`src/rtl/seq_shift_add_multiplier_pkg.sv`:
```
// Shared definitions for the sequential shift-add multiplier:
// state encoding and operand magnitude extraction.
package mult_pkg;

    localparam logic [1:0] ST_IDLE = 2'd0;
    localparam logic [1:0] ST_RUN  = 2'd1;
    localparam logic [1:0] ST_DONE = 2'd2;

    // The unused fourth code behaves exactly like IDLE.
    typedef enum logic [1:0] {
        IDLE = ST_IDLE,
        RUN  = ST_RUN,
        DONE = ST_DONE,
        RSVD = 2'd3
    } state_t;

    // Widest operand abs_w() can handle; callers zero-extend into it and truncate back.
    localparam int ABS_MAX_W = 64;

    // Two's-complement magnitude when is_neg is set. For the most-negative value,
    // the truncated result is exact as an unsigned number of the original width.
    function automatic logic [ABS_MAX_W-1:0] abs_w(input logic [ABS_MAX_W-1:0] v,
                                                    input logic                 is_neg);
        return is_neg ? (~v + ABS_MAX_W'(1)) : v;
    endfunction

endpackage

```
`src/rtl/seq_shift_add_multiplier_adder.sv`:
```
// N-bit ripple-carry adder built from full-adder cells; carry-out forms bit N of the sum.
module param_ripple_adder #(
    parameter int N = 16
) (
    input  logic [N-1:0] a,
    input  logic [N-1:0] b,
    input  logic         cin,
    output logic [N-1:0] sum,
    output logic         cout
);

    logic [N:0] carry;

    assign carry[0] = cin;

    for (genvar i = 0; i < N; i++) begin : g_fa
        assign sum[i]       = a[i] ^ b[i] ^ carry[i];
        assign carry[i + 1] = (a[i] & b[i]) | (carry[i] & (a[i] ^ b[i]));
    end

    assign cout = carry[N];

endmodule

```
`src/rtl/seq_shift_add_multiplier.sv`:
```
// Iterative shift-add multiplier: WIDTH x WIDTH -> 2*WIDTH, one partial product per clock,
// signed/unsigned per operation, valid/ready handshakes on both sides.
module seq_shift_add_multiplier
    import mult_pkg::*;
#(
    parameter int WIDTH = 16
) (
    input  logic               clk,
    input  logic               reset,
    input  logic               in_valid,
    output logic               in_ready,
    input  logic [WIDTH-1:0]   a,
    input  logic [WIDTH-1:0]   b,
    input  logic               signed_mode,
    output logic               out_valid,
    input  logic               out_ready,
    output logic [2*WIDTH-1:0] product,
    output logic               zero
);

    localparam int CNT_W = $clog2(WIDTH + 1);
    localparam logic [CNT_W-1:0] LAST_ITER = CNT_W'(WIDTH - 1);

    state_t             state;
    logic [WIDTH-1:0]   mcand;
    logic [WIDTH-1:0]   mplier;
    logic [WIDTH-1:0]   acc_hi;
    logic               neg;
    logic [CNT_W-1:0]   counter;

    logic [WIDTH-1:0]   a_mag;
    logic [WIDTH-1:0]   b_mag;
    logic [WIDTH-1:0]   addend;
    logic [WIDTH-1:0]   sum_lo;
    logic               sum_carry;
    logic [WIDTH:0]     sum_full;
    logic [WIDTH-1:0]   acc_hi_next;
    logic [WIDTH-1:0]   mplier_next;
    logic [2*WIDTH-1:0] result;
    logic [2*WIDTH-1:0] product_next;

    assign a_mag = WIDTH'(abs_w(ABS_MAX_W'(a), signed_mode & a[WIDTH-1]));
    assign b_mag = WIDTH'(abs_w(ABS_MAX_W'(b), signed_mode & b[WIDTH-1]));

    assign addend = mplier[0] ? mcand : '0;

    param_ripple_adder #(.N(WIDTH)) u_adder (
        .a    (acc_hi),
        .b    (addend),
        .cin  (1'b0),
        .sum  (sum_lo),
        .cout (sum_carry)
    );

    // The product shifts in from the top of acc_hi while consumed multiplier bits fall off mplier.
    assign sum_full     = {sum_carry, sum_lo};
    assign acc_hi_next  = sum_full[WIDTH:1];
    assign mplier_next  = {sum_full[0], mplier[WIDTH-1:1]};
    assign result       = {acc_hi_next, mplier_next};
    assign product_next = neg ? (~result + (2*WIDTH)'(1)) : result;

    // NOTE: every state element, datapath included, is async-reset so an aborted operation
    // leaves nothing behind; all updates are non-blocking so the shift reads pre-edge values.
    always_ff @(posedge clk or posedge reset) begin
        if (reset) begin
            state     <= IDLE;
            in_ready  <= 1'b0;
            out_valid <= 1'b0;
            product   <= '0;
            zero      <= 1'b0;
            mcand     <= '0;
            mplier    <= '0;
            acc_hi    <= '0;
            neg       <= 1'b0;
            counter   <= '0;
        end else begin
            case (state)
                RUN: begin
                    acc_hi  <= acc_hi_next;
                    mplier  <= mplier_next;
                    counter <= counter + CNT_W'(1);
                    if (counter == LAST_ITER) begin
                        product   <= product_next;
                        zero      <= (result == '0);
                        out_valid <= 1'b1;
                        state     <= DONE;
                    end
                end
                DONE: begin
                    if (out_ready) begin
                        out_valid <= 1'b0;
                        zero      <= 1'b0;
                        in_ready  <= 1'b1;
                        state     <= IDLE;
                    end
                end
                default: begin
                    in_ready <= 1'b1;
                    state    <= IDLE;
                    if (in_valid && in_ready) begin
                        mcand    <= a_mag;
                        mplier   <= b_mag;
                        neg      <= signed_mode & (a[WIDTH-1] ^ b[WIDTH-1]);
                        acc_hi   <= '0;
                        counter  <= '0;
                        in_ready <= 1'b0;
                        state    <= RUN;
                    end
                end
            endcase
        end
    end

endmodule

```
`config.mk`:
```
export PLATFORM = sky130hd
export DESIGN_NAME = seq_shift_add_multiplier
export DESIGN_NICKNAME = d
export VERILOG_FILES = /design/src/rtl/seq_shift_add_multiplier_pkg.sv /design/src/rtl/seq_shift_add_multiplier_adder.sv /design/src/rtl/seq_shift_add_multiplier.sv
export SDC_FILE = /design/constraint.sdc
export NUM_CORES = 1
export LEC_CHECK = 0
export BUFFER_PORTS_ARGS = -buffer_cell sky130_fd_sc_hd__clkbuf_2
export CAP_MARGIN = 20
export CORE_ASPECT_RATIO = 1.5
export CORE_MARGIN = 5
export CORE_UTILIZATION = 40
export CTS_CLUSTER_DIAMETER = 60
export CTS_CLUSTER_SIZE = 40
export DETAILED_ROUTE_END_ITERATION = 8
export PLACE_DENSITY_LB_ADDON = 0.2
export SLEW_MARGIN = 25
export SYNTH_ARGS = -nofsm -noshare
export SYNTH_HDL_FRONTEND = slang
export SYNTH_SLANG_ARGS = --single-unit
```
`constraint.sdc`:
```
create_clock -name clk -period 14.9 [get_ports clk]
set_input_delay 2.98 -clock clk [delete_from_list [all_inputs] [get_ports clk]]
set_output_delay 2.98 -clock clk [all_outputs]
set_load 0.05 [all_outputs]
```
==> metrics, run 1 <==
peak supply drop 0.0599 mV; Leak Pwr 2.56 nW; Startpoint Class flop; Critical Path AT 7.87 ns; Seq pwr share 37.6%; global-route wire length before repair 21300 µm; Ys Warns 0; status finished clean; Layout area overhead 14.3%; antenna violations before repair 0; pwr dens 171 mW/mm²; # Max-Cap Violations 0; post-synthesis mux area share 1.14%; Hold Path Class flop to flop; CTS tree done; Post-CTS Hold Fix Bufs 0; metal1 wirelength 5470 µm; DRT Pass-1 Iters 4; switching power 0.425 mW; worst-skew pair later-pin latency 0.34 ns; post-synth cell types 53; Detail Route Antenna Nets 0; GP Congestion 0.916; register clock-pin slew on the reported worst setup and hold paths 0.06 ns; sw frac 41.4%; Vias/cell 5.35; total grt overflow 0; Top Metal Used met4; Worst Setup End Kind flop; largest net degree at the start of global routing 65; Vias 4213; worst-path maximum fanout 17; Crit Path Category flop to flop; dpl hpwl 9600 µm; total power 1.03 mW; Synth Net Count 626; drt drc 0; clock root buffer clkbuf_16; Die Ht 150 µm; initial core utilization 40.6%; Post-Synth Adder-Cell Area 7.62%; FMAX 0.130 GHz; most common cell after layout, fill and taps aside nand2_1; setup bufs post-CTS 0; CP required 15.08 ns; total track usage 16.7%; cell area after synthesis 0.00525 mm²; max_slew headroom 32.7%; Core Box Area 0.0130 mm²; nets@finish 685; clock share of power 20.4%; Comb pwr share 42.0%; Post-Synthesis Mean Instance Area 9.28 µm²; metal2 WL 6350 µm; final worst path period share 51.6%; Post-Syn Instances 566; Post-synth EDFFs 0; # diodes 0; clk buf depth 2; CTS buffer count 9; die width 104 µm; Setup violations, final 0; Synth Area in Simple Gates 16.5%; register bit total from synthesis 91; commonest cells after routing, fill and taps aside nand2_1, dfrtp_1, clkbuf_2; # IOs 72; H-tree depth 3; Slew @ Worst Pin 1.01 ns; WL final 12600 µm; Sink Count 91; RSZ-0062 raised after global routing false; largest family of logic cells by synthesized area compound AO/OA/AOI/OAI gates; sequential share of the synthesized area 43.3%; DR WL/cell 16.0 µm; final core occ 46.4%; crit path time final 7.69 ns; placement row count 51; vias in the first global route 4304; asr flop ratio synth 100%; clk_skew 0.00870 ns; Slew Limit Fails 0; Final Hold Vio Count 0; die area 0.0156 mm²; Int Power 0.601 mW; Setup TNS 0 ns; initial drt markers 205; ys flop type dfrtp_1; layout cells sized above 1 16.1%; # resized after CTS 0; Routed met3 length 529 µm; XOR/XNOR Fraction of Synth Area 9.34%; Compound-Gate Fraction of Synth Area 17.7%; IO buf count 71
power by group through the flow:
stage               logic [mW]  registers, mW  clock network (mW)
floorplan                0.348          0.359                   0
global placement         0.425          0.386                   0
detailed placement       0.433          0.390                   0
CTS                      0.435          0.386               0.214
global route             0.486          0.396               0.224
finish                   0.431          0.386               0.209
Yosys cell counts, drive strengths merged (3+ instances only):
library cell	number	area share [%]
or4	3	0.50
or3	3	0.45
buf	4	0.38
xnor2	29	4.8
and2	7	0.83
o21ai	74	7.0
xor2	27	4.5
nand4	6	0.71
ha	8	1.9
nor2	21	1.5
nand4b	4	0.79
o31ai	18	2.6
inv	34	2.4
nor2b	3	0.36
nand3	10	0.95
nor3	12	1.3
dfrtp	91	43
a22oi	4	0.57
a21oi	14	1.3
o22ai	20	2.4
fa	15	5.7
mux2i	6	1.1
nor4	4	0.88
nand2	95	6.8
clkbuf	22	1.6
nand2b	3	0.36
o41ai	7	1.3
worst max-delay path, cell delays in order, from the launching register on:
cell      delay [ns]
dfrtp_1         0.60
and2_1          0.20
ha_1            0.13
inv_1           0.05
fa_1            0.37
fa_1            0.39
fa_1            0.39
fa_1            0.40
fa_1            0.40
fa_1            0.40
fa_1            0.40
fa_1            0.39
fa_1            0.39
fa_1            0.40
fa_1            0.40
fa_1            0.39
fa_1            0.37
inv_1           0.08
fa_1            0.16
inv_1           0.05
fa_1            0.53
nand4b_1        0.13
o31ai_1         0.26
xnor2_1         0.15
o21ai_1         0.08
per-layer routing:
metal | vias to the layer above | global-route usage [%]
met3 | 21 | 3.30
met5 | - | 0
met1 | 2008 | 20.7
li1 | 2086 | -
met2 | 98 | 28.7
met4 | 0 | 6.30
final timing paths:
kind                       slack [ns]        start     endpoint  cells past startpoint
min reg2reg                      0.48  product[12]  product[12]                      2
max                              7.21    mplier[0]  product[31]                     24
min in group asynchronous        2.68        reset  product[23]                      2
max reg2reg                      7.21    mplier[0]  product[31]                     24
max in group asynchronous       11.10        reset   counter[1]                      3
min                              0.48  product[12]  product[12]                      2
kinds of logic (layout without fill, tap and decap cells):
| group | Yosys count | count (layout) |
|---|---|---|
| muxes | 6 | 6 |
| AOI/OAI and AO/OA | 152 | 152 |
| buffers and inverters | 60 | 123 |
| adders and majority gates | 23 | 23 |
| DFF | 91 | 91 |
| and+or+nand+nor | 178 | 178 |
| xor gates and xnor gates | 56 | 56 |
registers in the layout, indices dropped and copies added, names as in the netlist, 2 cells and up:
| signal | cells |
|---|---|
| acc_hi | 16 |
| counter | 5 |
| mcand | 16 |
| mplier | 16 |
| product | 32 |
| state | 2 |
stage by stage:
stage / cells / setup WS (ns) / hold WS, ns / cell area (µm²)
floorplan: 566 / 7.73 / 0.442 / 5250
global placement: 773 / 7.32 / 0.460 / 5730
detailed placement: 773 / 7.27 / 0.472 / 5730
CTS: 788 / 7.23 / 0.486 / 6000
global route: 788 / 6.86 / 0.504 / 6010
finish: 788 / 7.21 / 0.475 / 6010
cell type report:
class	count	area, µm²
clock buffer	11	243
clock inverter	4	26.3
fill	1296	6950
inverter	34	129
multi-input combinational	415	2750
sequential	91	2280
tap	159	199
timing repair buffer	74	378
Power figures use the tool's default switching activity.
==> run 2: changes to the inputs <==
clock period = 7.1 ns   (was 14.9 ns; I/O delays follow)
==> metrics, run 2 (synthesis gave the netlist of run 1 again) <==
Non-Filler Instances 793; CP required 7.28 ns; most common cell after layout, fill and taps aside nand2_1; clk_skew 0.00840 ns; max reg flops 32; Crit Path Category flop to flop; total grt overflow 0; layout cells sized above 1 18.8%; Critical Path AT 6.99 ns; register clock-pin slew on the reported worst setup and hold paths 0.06 ns; CTS buffer count 9; clk buf depth 2; Top reg by flops product; Comb pwr share 43.1%; final instance area 0.00610 mm²; Slew @ Worst Pin 0.959 ns; worst-path maximum fanout 2; Layout area overhead 16.1%; Int Power 1.32 mW; Sink Count 91; CTS tree done; switching power 0.910 mW; pwr dens 366 mW/mm²; final worst path period share 95.9%; WL final 12800 µm; # Max-Cap Violations 0; die area 0.0156 mm²; antenna violations before repair 0; Post-CTS Hold Fix Bufs 0; Seq pwr share 35.9%; worst-skew pair later-pin latency 0.33 ns; Slew Limit Fails 0; Setup violations, final 0; die width 104 µm; Leak Pwr 2.59 nW; placement row count 51; DR WL/cell 16.1 µm; global-route wire length before repair 21800 µm; area post-placement 0.00577 mm²; clock root buffer clkbuf_16; # IOs 72; clock share of power 21.1%; max_slew headroom 35.9%; dpl hpwl 9770 µm; # diodes 0; Startpoint Class flop; Vias 4254; H-tree depth 3; peak supply drop 0.119 mV; Core Box Area 0.0130 mm²; crit path time final 6.81 ns; Hold Path Class flop to flop; largest net degree at the start of global routing 65; IO buf count 71; status finished clean; Worst Setup End Kind flop; Filler cells 1272; Final Hold Vio Count 0; RSZ-0062 raised after global routing false; FMAX 0.147 GHz; commonest cells after routing, fill and taps aside nand2_1, dfrtp_1, clkbuf_2; nets@finish 690; drt drc 0; Vias/cell 5.36; initial core utilization 40.6%; initial drt markers 145; GP Congestion 0.889; placed insts 778; Detail Route Antenna Nets 0; total track usage 17.0%; DRT Pass-1 Iters 4; Die Ht 150 µm; vias in the first global route 4451; sw frac 40.8%
run 2: cell count changes in the layout (fill, tap and decap cells not counted), sizes merged:
cell	delta
buf	+5
clkinv	-1
bufinv	+1
run 2: area by class of cell:
class	count	area, µm²	area share [%]
Clock buffer	11	233	3.82
Timing Repair Buffer	79	415	6.81
Tap cell	159	199	3.26
Inverter	34	129	2.11
Multi-Input combinational cell	415	2790	45.8
Clock inverter	4	51.3	0.841
Sequential cell	91	2280	37.4
run 2: through the flow:
stage	power (mW)	setup slack, ns	hold WS [ns]	setup TNS [ns]	utilization (%)
after floorplan	1.49	0.00151	0.442	0	-
after global placement	1.73	-0.107	0.465	-0.139	44.5
after detailed placement	1.76	-0.167	0.464	-0.273	44.5
after CTS	2.24	0.0269	0.478	0	46.8
after global routing	2.40	0.0356	0.509	0	47.1
final	2.23	0.291	0.475	0	47.1
run 2: per-layer routing:
metal / global-route usage (%) / vias to the layer above / part of all wire [%]
met5: 0 / - / 0
met4: 6.43 / 0 / 2.6
met3: 3.86 / 24 / 5.5
met2: 29.4 / 102 / 49
met1: 20.5 / 2022 / 42
li1: - / 2106 / -
run 2: path summary, 6_finish.rpt:
path	cells after the start	from	endpoint	slack (ns)
min in group asynchronous	2	reset	product[19]	1.06
worst max register to register	24	mcand[0]	product[31]	0.29
worst min-delay path	2	mcand[0]	mcand[0]	0.47
worst max-delay path	24	mcand[0]	product[31]	0.29
max in group asynchronous	3	reset	neg	4.80
worst min register to register	2	mcand[0]	mcand[0]	0.47
run 2: what timing repair did:
action | in CTS | in global routing
buffers inserted | 0 | 0
gates cloned | 0 | 0
pin swaps | 0 | 2
setup endpoints to repair | 2 | 3
resized for setup | 5 | 8
run 2: worst max-delay path, cell delays in order (launching register included):
cell and delay (ns):
dfrtp_1 0.34, and2_1 0.13, ha_1 0.13, inv_1 0.05, fa_2 0.34, fa_2 0.35
fa_2 0.35, fa_2 0.35, fa_2 0.35, fa_1 0.39, fa_2 0.35, fa_2 0.35
fa_2 0.35, fa_2 0.35, fa_2 0.35, fa_2 0.34, fa_1 0.36, inv_1 0.08
fa_1 0.17, inv_1 0.05, fa_1 0.50, nand4b_1 0.15, o31ai_2 0.27, xnor2_1 0.15
o21ai_1 0.07
run 2: power by group through the flow:
stage,Sequential [mW],Clock (mW),Combinational [mW]
global placement,0.800,0,0.930
global route,0.821,0.503,1.08
detailed placement,0.810,0,0.950
finish,0.800,0.469,0.960
CTS,0.799,0.483,0.959
floorplan,0.753,0,0.732
==> run 3: changes to the inputs <==
BUFFER_PORTS_ARGS = not set   (was -buffer_cell sky130_fd_sc_hd__clkbuf_2)
CTS_BUF_LIST = sky130_fd_sc_hd__clkbuf_2 sky130_fd_sc_hd__clkbuf_4 sky130_fd_sc_hd__clkbuf_8   (was not set)
DONT_BUFFER_PORTS = 1   (was not set)
GPL_TIMING_DRIVEN = 0   (was not set)
==> metrics, run 3 (synthesis gave the netlist of run 1 again) <==
commonest cells after routing, fill and taps aside nand2_1, dfrtp_1, o21ai_0; die area 0.0156 mm²; Int Power 1.22 mW; Worst Setup End Kind flop; GP Congestion 0.924; max reg flops 32; clk buf depth 2; # diodes 0; Hold Path Class flop to flop; GR peak layer met2; delay-heaviest family, CP adder cells; total grt overflow 0; Vias 4067; hold depth 2; switching power 0.900 mW; CP Cell Sequence buf_4 -> nand2_1 -> fa_2 -> fa_2 -> fa_2 -> fa_2 -> fa_2 -> fa_2 -> fa_2 -> fa_2 -> fa_2 -> fa_2 -> fa_2 -> fa_2 -> fa_1 -> inv_1 -> fa_1 -> inv_1 -> fa_1 -> nand4b_1 -> o31ai_2 -> xnor2_1 -> o21ai_1; Detail Route Antenna Nets 0; crit path buf inv count 3; WL final 13300 µm; placement row count 51; status finished clean; DR WL/cell 17.8 µm; antenna violations before repair 0; Critical Path Source mplier[0]; largest stage delay on the critical path 0.55 ns; worst-skew pair later-pin latency 0.36 ns; Crit Path Category flop to flop; Filler cells 1282; Final Hold Vio Count 0; Vias/cell 5.46; Sink Count 91; layout cells sized above 1 8.53%; drt drc 0; FMAX 0.146 GHz; register area 0.00228 mm²; Stages on worst setup path 23; worst-path maximum fanout 12; r2r startpoint mplier[0]; Top reg by flops product; total track usage 17.4%; die width 104 µm; H-tree depth 3; CTS buffer count 9; IO buf count 0; Leak Pwr 2.28 nW; clock root buffer clkbuf_8; met3 usage 4.89%; nets@finish 641; cell repeated most along the worst path fa_2; most common cell after layout, fill and taps aside nand2_1; vias in the first global route 4295; CTS tree done; peak supply drop 0.119 mV; WHS 0.485 ns; pwr dens 368 mW/mm²; Critical Path AT 7.09 ns; global-route wire length before repair 22000 µm; crit path time final 6.85 ns; Slew Limit Fails 0; largest net degree at the start of global routing 60; clock share of power 16.9%; dpl hpwl 10400 µm; M1 GR Usage 19.9%; # Max-Cap Violations 0; sw frac 42.5%; GR Util met2 30.3%; initial drt markers 241; Multi-input gate area 0.00279 mm²; # IOs 72; Slowest cell on crit path fa_1; final core occ 44.4%; Comb pwr share 46.1%; Core Box Area 0.0130 mm²; Setup violations, final 0; Layout area overhead 9.53%; Reg2Reg Depth 23; Startpoint Class flop; clk_skew 0.00988 ns; final worst path period share 96.5%; Seq pwr share 37.0%; CP required 7.33 ns; initial core utilization 40.6%; Slew @ Worst Pin 0.763 ns; Worst Hold Launch mcand[14]; register clock-pin slew on the reported worst setup and hold paths 0.09 ns; max_slew headroom 49.0%; DRT Pass-1 Iters 4; Die Ht 150 µm
## run 3: cell types whose count changed in the layout (fill, tap and decap cells not counted), moves of 2 or more
cell	change
clkbuf_2	-71
clkbuf_4	+3
buf_1	+2
clkbuf_8	+9
buf_4	-2
clkbuf_16	-9
clkbuf_1	+18
## run 3: per-layer routing
layer	up-vias	part of all wire (%)
met2	88	52
met4	0	2.4
li1	2000	-
met3	21	5.5
met5	-	0
met1	1958	40
## run 3: final timing paths
kind / slack, ns / to
min reg2reg: 0.48 / mcand[14]
max in group asynchronous: 5.62 / mplier[0]
max reg2reg: 0.25 / product[31]
min: 0.48 / mcand[14]
max: 0.25 / product[31]
min in group asynchronous: 0.88 / product[20]
## run 3: layout make-up
type	count	share of cell area, %
Multi-Input combinational cell	415	48.4
Buffer	24	1.65
Sequential cell	91	39.6
Clock buffer	12	2.54
Timing Repair Buffer	6	1.13
Inverter	34	2.30
Clock inverter	4	0.891
Tap cell	159	3.46
## run 3: stage by stage
step | setup TNS [ns] | worst slack [ns] | total power [mW] | instances | area [µm²]
floorplan | 0 | 0.00151 | 1.49 | 566 | 5260
global route | -0.00482 | -0.00482 | 2.29 | 745 | 5750
CTS | 0 | 0.0190 | 2.13 | 744 | 5730
detailed placement | -0.915 | -0.401 | 1.74 | 726 | 5490
global placement | -0.788 | -0.350 | 1.71 | 725 | 5450
finish | 0 | 0.246 | 2.12 | 745 | 5750
## run 3: power groups by stage
stage	Sequential (mW)	Clock, mW	Combinational, mW
floorplan	0.753	0	0.732
global placement	0.783	0	0.932
detailed placement	0.792	0	0.951
CTS	0.783	0.371	0.975
global route	0.801	0.384	1.10
finish	0.784	0.358	0.978
## run 3: tightest hold or removal path, stage by stage (launching register included)
cell     delay [ns]
dfrtp_1        0.34
nand2_1        0.05
o21ai_0        0.06
## run 3: timing repair
action / in CTS / in global routing
pin swaps: 3 / 2
buffers inserted: 3 / 2
resized for setup: 10 / 5
hold endpoints to repair: 0 / 0
setup endpoints to repair: 4 / 2
hold buffers: 0 / 0
